==> config.mk <==
export PLATFORM = sky130hd
export DESIGN_NAME = cla_issue_ctrl
export DESIGN_NICKNAME = d
export VERILOG_FILES = /design/src/rtl/cla_pkg.sv /design/src/rtl/cla_result_fifo.sv /design/src/rtl/cla_issue_ctrl.sv
export SDC_FILE = /design/constraint.sdc
export NUM_CORES = 1
export LEC_CHECK = 0
export ABC_AREA = 1
export CORE_UTILIZATION = 48
export CTS_CLUSTER_DIAMETER = 50
export DETAILED_ROUTE_END_ITERATION = 16
export GPL_TIMING_DRIVEN = 1
export PLACE_DENSITY = 0.77
export SYNTH_ARGS = -nofsm -noshare
export SYNTH_HDL_FRONTEND = slang
export SYNTH_HIERARCHICAL = 1
export SYNTH_SLANG_ARGS = --single-unit
==> constraint.sdc <==
create_clock -name clk -period 1.9 [get_ports clk]
set_input_delay 0.19 -clock clk [delete_from_list [all_inputs] [get_ports clk]]
set_output_delay 0.19 -clock clk [all_outputs]
set_load 0.01 [all_outputs]
==> src/rtl/cla_pkg.sv <==
// Shared definitions for the CLA issue/retire controller.
//   CLA_W    adder datapath width
//   CLA_LAT  adder latency, issue edge to capture edge
//   RES_*    bit offsets of the fields in a result-FIFO entry:
//            {tag, zero, ovf, cout, sum} from MSB to LSB
package cla_pkg;

  localparam int CLA_W   = 16;
  localparam int CLA_LAT = 3;

  localparam int RES_SUM_LSB  = 0;
  localparam int RES_COUT_BIT = CLA_W;
  localparam int RES_OVF_BIT  = CLA_W + 1;
  localparam int RES_ZERO_BIT = CLA_W + 2;
  localparam int RES_TAG_LSB  = CLA_W + 3;

  function automatic int res_entry_w(input int tagw);
    return RES_TAG_LSB + tagw;
  endfunction

endpackage

==> src/rtl/cla_result_fifo.sv <==
// Result FIFO, DEPTH entries of W bits.
//   clk, rst_n  clock, async active-low reset (clears pointers, count and storage)
//   push        write push_data (dropped when full)
//   pop         advance the head (ignored when empty)
//   head        entry at the read pointer
//   count       number of valid entries
//   full        count == DEPTH
module cla_result_fifo #(
  parameter int DEPTH = 4,
  parameter int W     = 23,
  parameter int CNTW  = $clog2(DEPTH + 1)
) (
  input  logic            clk,
  input  logic            rst_n,
  input  logic            push,
  input  logic [W-1:0]    push_data,
  input  logic            pop,
  output logic [W-1:0]    head,
  output logic [CNTW-1:0] count,
  output logic            full
);

  localparam int PW = (DEPTH > 1) ? $clog2(DEPTH) : 1;

  logic [W-1:0]  mem [DEPTH];
  logic [PW-1:0] wr_ptr, rd_ptr;
  logic          do_push, do_pop;

  function automatic logic [PW-1:0] next_ptr(input logic [PW-1:0] p);
    return (p == PW'(DEPTH - 1)) ? '0 : p + 1'b1;
  endfunction

  assign full    = (count == CNTW'(DEPTH));
  assign do_pop  = pop && (count != '0);
  assign do_push = push && !full;
  assign head    = mem[rd_ptr];

  always_ff @(posedge clk or negedge rst_n) begin
    if (!rst_n) begin
      wr_ptr <= '0;
      rd_ptr <= '0;
      count  <= '0;
      for (int i = 0; i < DEPTH; i++) mem[i] <= '0;
    end else begin
      if (do_push) begin
        mem[wr_ptr] <= push_data;
        wr_ptr      <= next_ptr(wr_ptr);
      end
      if (do_pop) rd_ptr <= next_ptr(rd_ptr);
      case ({do_push, do_pop})
        2'b10:   count <= count + 1'b1;
        2'b01:   count <= count - 1'b1;
        default: count <= count;
      endcase
    end
  end

endmodule

==> src/rtl/cla_issue_ctrl.sv <==
// Issue/retire controller around the 3-stage pipelined 16-bit CLA add/sub unit.
//   req_*   tagged add/sub requests (valid/ready); req_ready depends on req_sub
//   add_*   adder interface: add_in1/add_as registered, add_in2 = req_b live,
//           add_out/add_cout captured LAT edges after issue
//   res_*   in-order results (valid/ready) with signed-overflow and zero flags
//   busy    ops in flight or results waiting
module cla_issue_ctrl import cla_pkg::*; #(
  parameter int DEPTH = 4,
  parameter int TAGW  = 4,
  parameter int LAT   = CLA_LAT
) (
  input  logic             clk,
  input  logic             rst_n,
  input  logic             req_valid,
  output logic             req_ready,
  input  logic [CLA_W-1:0] req_a,
  input  logic [CLA_W-1:0] req_b,
  input  logic             req_sub,
  input  logic [TAGW-1:0]  req_tag,
  output logic [CLA_W-1:0] add_in1,
  output logic [CLA_W-1:0] add_in2,
  output logic             add_as,
  input  logic [CLA_W-1:0] add_out,
  input  logic             add_cout,
  output logic             res_valid,
  input  logic             res_ready,
  output logic [CLA_W-1:0] res_sum,
  output logic             res_cout,
  output logic             res_ovf,
  output logic             res_zero,
  output logic [TAGW-1:0]  res_tag,
  output logic             busy
);

  localparam int EW   = res_entry_w(TAGW);
  localparam int CNTW = $clog2(DEPTH + 1);
  localparam int OCCW = $clog2(DEPTH + LAT + 1);

  logic            as_q, iss_d1;
  logic            issue, switch_as, credit_ok;
  logic [LAT-1:0]  pv, psa, psb;
  logic [TAGW-1:0] ptag [LAT];
  logic [CNTW-1:0] fifo_count;
  logic            fifo_full;
  logic [OCCW-1:0] occ;
  logic            capture, cap_ovf, cap_zero;
  logic [EW-1:0]   cap_entry, head;

  // Occupancy = results waiting + ops still in the adder. Credits are only
  // returned by registered state, so a pop never frees a slot the same cycle.
  always_comb begin
    occ = OCCW'(fifo_count);
    for (int i = 0; i < LAT; i++) occ = occ + OCCW'(pv[i]);
  end

  assign credit_ok = occ < OCCW'(DEPTH);
  assign req_ready = credit_ok && (req_sub == as_q);
  assign issue     = req_valid && req_ready;
  // Never flip 'as' right after an issue: that op still uses it during its first stage.
  assign switch_as = req_valid && (req_sub != as_q) && !iss_d1;

  assign add_in2 = req_b;
  assign add_as  = as_q;

  always_ff @(posedge clk or negedge rst_n) begin
    if (!rst_n) begin
      as_q    <= 1'b0;
      iss_d1  <= 1'b0;
      add_in1 <= '0;
      pv      <= '0;
      psa     <= '0;
      psb     <= '0;
      for (int i = 0; i < LAT; i++) ptag[i] <= '0;
    end else begin
      iss_d1 <= issue;
      if (issue)     add_in1 <= req_a;
      if (switch_as) as_q    <= req_sub;
      // Index 0 is the op issued on this edge; index LAT-1 is captured next.
      pv      <= {pv[LAT-2:0], issue};
      psa     <= {psa[LAT-2:0], req_a[CLA_W-1]};
      psb     <= {psb[LAT-2:0], req_b[CLA_W-1] ^ req_sub};
      ptag[0] <= req_tag;
      for (int i = 1; i < LAT; i++) ptag[i] <= ptag[i-1];
    end
  end

  // Operand signs travel with the op; overflow when like-signed operands
  // (B sign effectively inverted for subtract) produce an opposite-sign sum.
  assign capture  = pv[LAT-1];
  assign cap_ovf  = (psa[LAT-1] == psb[LAT-1]) && (add_out[CLA_W-1] != psa[LAT-1]);
  assign cap_zero = (add_out == '0);

  always_comb begin
    cap_entry = '0;
    cap_entry[RES_SUM_LSB +: CLA_W]   = add_out;
    cap_entry[RES_COUT_BIT]           = add_cout;
    cap_entry[RES_OVF_BIT]            = cap_ovf;
    cap_entry[RES_ZERO_BIT]           = cap_zero;
    cap_entry[RES_TAG_LSB +: TAGW]    = ptag[LAT-1];
  end

  cla_result_fifo #(
    .DEPTH (DEPTH),
    .W     (EW),
    .CNTW  (CNTW)
  ) u_fifo (
    .clk       (clk),
    .rst_n     (rst_n),
    .push      (capture),
    .push_data (cap_entry),
    .pop       (res_ready),
    .head      (head),
    .count     (fifo_count),
    .full      (fifo_full)
  );

  a_no_full_capture: assert property (@(posedge clk) disable iff (!rst_n) capture |-> !fifo_full);

  assign res_valid = (fifo_count != '0);
  assign res_sum   = head[RES_SUM_LSB +: CLA_W];
  assign res_cout  = head[RES_COUT_BIT];
  assign res_ovf   = head[RES_OVF_BIT];
  assign res_zero  = head[RES_ZERO_BIT];
  assign res_tag   = head[RES_TAG_LSB +: TAGW];
  assign busy      = (occ != '0);

endmodule

==> metrics.yaml, run 1 <==
slew_violations: 0
gp_congestion: 0.769
core_area_um2: 13300
nNetsFinal: 944
drcViolationCount: 0
htree_num_levels: 4
synth_nets: 853
numCtsBuffers: 17
grt_max_degree: 98
critPathMaxStageDelay_ns: 0.55
path_clk_slew_ns: 0.06
grt_usage_pct: 25.9
vdd_ir_drop_max_uv: 918
vias: 5986
worst-r2r-cell-count: 10
finClkSkew_ns: 0.00776
grt_pass1_vias: 5857
cp_top_family: "adder cells"
period_needed_ns: 2.47
wl_um: 17800
path_cells: "fa_1 -> ha_2 -> fa_2 -> nor2_4 -> nand2_4 -> buf_6"
routed_via_density: 5.62
rsz0062_at_grt: "true"
dp_hpwl_um: 10100
maxCapViolations: 0
fin_cells: 1065
finalSetupTns_ns: -6.44
drt_iter0_markers: 777
start_kind: "register"
hold_violations: 0
antenna_found_initial: 0
setup.worst_path.end_class: "primary output"
crit_end: "busy"
worst_slack_ns: -0.572
outcome: "finished with violations"
initial_core_util_pct: 49.7
syn-mean-instance-area_um2: 8.44
r2r-start: "pv[1]"
overflow: 0
crit_cells: 6
core.rowCount: 42
io_buffers: 86
p_per_area_nw_per_um2: 1790
p_leak_nw: 4.30
relSlewSlack_pct: 49.2
rrSetupSlack_ns: -0.31
setup_viol: 26
wl_per_cell_um: 16.8
grt_pass1_wl_um: 29000
layout.filler_cells: 1074
clock.fmax_mhz: 405
hp-class: "input pin to register"
synth_area_um2: 6630
rr_endpoint: "add_in1[11]"
drive_gt1_share_pct: 19.0
critPathSlowestCell: "fa_1"
die_w_um: 120
fin_util_pct: 64.6
min_path_cells: 1
path_class: "register to primary output"
synthCells: 785
cts.path.max_buffers: 2
area_growth_pct: 30.1
firstDrtPassIters: 5
cts_tree: "yes"
io_pins: 117
num_antenna_cells: 0
fin_crit_sh_pct: 130
die_area_um2: 14300
required_ns: 1.71
die_h_um: 120
cp-startpoint: "pv[1]"
antenna_left: 0
cts_root_buf: "clkbuf_16"
yosys_warnings: 6
tightestPinTransition_ns: 0.761
dp_cells: 1012
cp_data_arrival_time_ns: 2.28
worst_skew_pair.late_latency_ns: 0.42
crit_fanout: 2
violations: "setup timing"
hold_ws_ns: 0.198
clock-sinks: 137
crit_buf_inv: 1
[layer usage]
layer | track usage (%) | vias to the layer above | routed length [um]
met1 | 33.2 | 2901 | 7380
met3 | 7.79 | 25 | 1450
met4 | 9.45 | 0 | 250
met2 | 41.4 | 283 | 8760
li1 | - | 2777 | -
met5 | 0 | - | 0
[how the worst min path moves through the flow]
| stage | startpoint | to |
|---|---|---|
| after floorplan | rst_n | add_as |
| after global placement | rst_n | u_fifo/mem[54] |
| after detailed placement | rst_n | u_fifo/mem[8] |
| after CTS | req_tag[3] | ptag[11] |
| after global routing | req_tag[1] | ptag[9] |
| final | req_tag[3] | ptag[11] |
[sequential cells by signal, indices dropped and copies added, names as in the netlist]
| signal | flops |
|---|---|
| u_fifo/mem | 92 |
| cap_entry | 4 |
| u_fifo/rd_ptr | 2 |
| pv | 3 |
| u_fifo/count | 3 |
| psb | 3 |
| add_in1 | 16 |
| u_fifo/wr_ptr | 2 |
| ptag | 8 |
| psa | 3 |
| add_as | 1 |
[what timing repair did]
action	in CTS	in global routing
endpoints found under the hold margin	49	0
hold buffers	1	0
pin swaps	36	24
gates resized for setup	141	41
cloned	7	4
setup buffers	11	4
setup endpoints to repair	106	45
[through the flow]
stage | cell area, um2 | worst slack [ns] | total power, W
after floorplan | 6650 | -0.177 | 0.00855
after global placement | 7680 | -0.546 | 0.0111
after detailed placement | 7680 | -0.576 | 0.0113
after CTS | 8540 | -0.603 | 0.0151
after global routing | 8630 | -0.660 | 0.0164
final | 8630 | -0.572 | 0.0154
[cell type report]
cell class	instances	area (um2)	share of cell area, %
sequential	137	3430	39.8
timing repair buffer	144	1420	16.5
tap	176	220	2.55
multi-input combinational	512	2730	31.6
clock inverter	15	159	1.84
clock buffer	17	425	4.93
inverter	64	240	2.79
[power by group]
part	switching [W]	total [W]	leakage, nW	internal (W)
clock	0.00139	0.00324	0.286	0.00186
sequential	0.000772	0.00493	1.63	0.00415
combinational	0.00415	0.00727	2.39	0.00312
[layout by cell type, fill, tap and decap left out, drive strengths merged, types with 15 or more instances in the layout]
master / count
clkdlybuf4s50: 60
nor2: 15
buf: 80
nand4: 111
a21oi: 24
o21ai: 27
clkbuf: 20
nand2: 288
dfrtp: 137
o211ai: 23
inv: 73
Note: power is estimated with default switching activity, not from simulation.
==> run 2, diff against run 1 <==
==> constraint.sdc (replaced) <==
create_clock -name clk -period 1.9 [get_ports clk]
set_input_delay 0.38 -clock clk [delete_from_list [all_inputs] [get_ports clk]]
set_output_delay 0.38 -clock clk [all_outputs]
set_load 0.1 [all_outputs]
==> metrics.yaml, run 2 (synthesized netlist as in run 1, its figures left out) <==
hold_violations: 0
gp_congestion: 0.764
crit_fanout: 3
die_w_um: 120
relSlewSlack_pct: 61.6
dpl_worst_slack_ns: -0.427
final_common_cell: "nand2_1"
numCtsBuffers: 17
cp_data_arrival_time_ns: 2.37
outcome: "finished with violations"
die_area_um2: 14300
htree_num_levels: 4
area_growth_pct: 43.6
setup_viol: 42
firstDrtPassIters: 7
maxCapViolations: 0
hold_ws_ns: 0.348
drcViolationCount: 0
violations: "setup timing"
finClkSkew_ns: 0.00399
setup.worst_path.end_class: "primary output"
cts_tree: "yes"
vias: 6401
core_area_um2: 13300
hp-class: "register to register"
antenna_found_initial: 0
final_cell_mix: "258 x nand2_1, 134 x dfrtp_1, 111 x nand4_1, 61 x inv_1, 58 x buf_4"
largest_reg_flops: 92
period_needed_ns: 2.75
drt_iter0_markers: 880
cts.path.max_buffers: 2
initial_core_util_pct: 49.7
antenna_left: 0
start_kind: "register"
overflow: 0
reg_top3: "u_fifo/mem x92, add_in1 x16, ptag x8"
required_ns: 1.52
grt_pass1_vias: 5904
tightestPinTransition_ns: 0.577
fin_crit_sh_pct: 145
grt_pass1_wl_um: 29700
clock-sinks: 137
top_register: "u_fifo/mem"
clock.fmax_mhz: 364
worst_slack_ns: -0.851
rsz0062_at_grt: "true"
num_antenna_cells: 0
finalSetupTns_ns: -13.01
path_class: "register to primary output"
drive_gt1_share_pct: 26.0
path_clk_slew_ns: 0.06
dp_hpwl_um: 10000
routed_via_density: 5.87
core.rowCount: 42
die_h_um: 120
slew_violations: 0
worst_skew_pair.late_latency_ns: 0.42
nNetsFinal: 969
grt_usage_pct: 27.1
fin_util_pct: 71.3
io_pins: 117
grt_max_degree: 98
wl_um: 21400
io_buffers: 86
layout.filler_cells: 881
wl_per_cell_um: 19.7
cts_root_buf: "clkbuf_16"
## run 2: cell count changes in the layout (fill, tap and decap cells not counted), moves of 6 or more
cell / before / now
nand2_1: 277 / 258
buf_12: 10 / 38
a21oi_1: 12 / 3
buf_2: 23 / 0
nand2_2: 7 / 27
buf_4: 33 / 58
buf_16: 0 / 7
a21oi_4: 1 / 7
clkdlybuf4s50_1: 60 / 41
## run 2: layout make-up
cell class / instances / area (um2) / area share (%)
sequential: 137 / 3430 / 36.1
multi-input combinational: 512 / 2810 / 29.6
timing repair buffer: 169 / 2180 / 22.9
clock buffer: 17 / 425 / 4.47
inverter: 64 / 244 / 2.56
tap: 176 / 220 / 2.31
clock inverter: 15 / 200 / 2.10
## run 2: worst paths after layout
check / endpoint / slack (ns) / cells past startpoint / from
max in group asynchronous: u_fifo/mem[89] / 0.81 / 3 / rst_n
worst min register to register: ptag[5] / 0.35 / 0 / ptag[9]
worst max register to register: add_in1[14] / -0.38 / 11 / pv[1]
worst min-delay path: ptag[5] / 0.35 / 0 / ptag[9]
worst max-delay path: req_ready / -0.85 / 9 / pv[1]
min in group asynchronous: u_fifo/mem[56] / 0.41 / 2 / rst_n
## run 2: repair_timing
action                                  CTS  global route
setup buffers                            12             4
endpoints found under the setup margin   42            45
endpoints found under the hold margin    28             0
cloned                                    9            12
pin swaps                                42            46
hold buffers                              1             0
resized for setup                        43            57
## run 2: layer usage
metal	share of wire [%]	routed length [um]	track usage, %	vias up
met1	38	8090	33.5	3067
met5	0	0	0	-
met4	3.8	806	10.9	0
li1	-	-	-	2826
met3	10	2170	8.70	92
met2	48	10400	43.9	416
## run 2: worst max-delay path, cell delays in order (launching register included)
cell        delay (ns)
dfrtp_1           0.39
fa_1              0.49
ha_2              0.20
fa_2              0.35
inv_2             0.06
nand2_2           0.06
nand2_4           0.08
nand2_2           0.06
clkinvlp_4        0.08
buf_12            0.16
## run 2: per-stage QoR
step / cell area, um2 / instances
5_1_grt: 9520 / 1090
4_1_cts: 9090 / 1076
2_1_floorplan: 6690 / 785
3_3_place_gp: 8060 / 1022
3_5_place_dp: 8060 / 1022
6_report: 9520 / 1090
Power of run 2 is not shown: default switching activity piles up to over one toggle a cycle in this logic, so the estimate is an artifact.
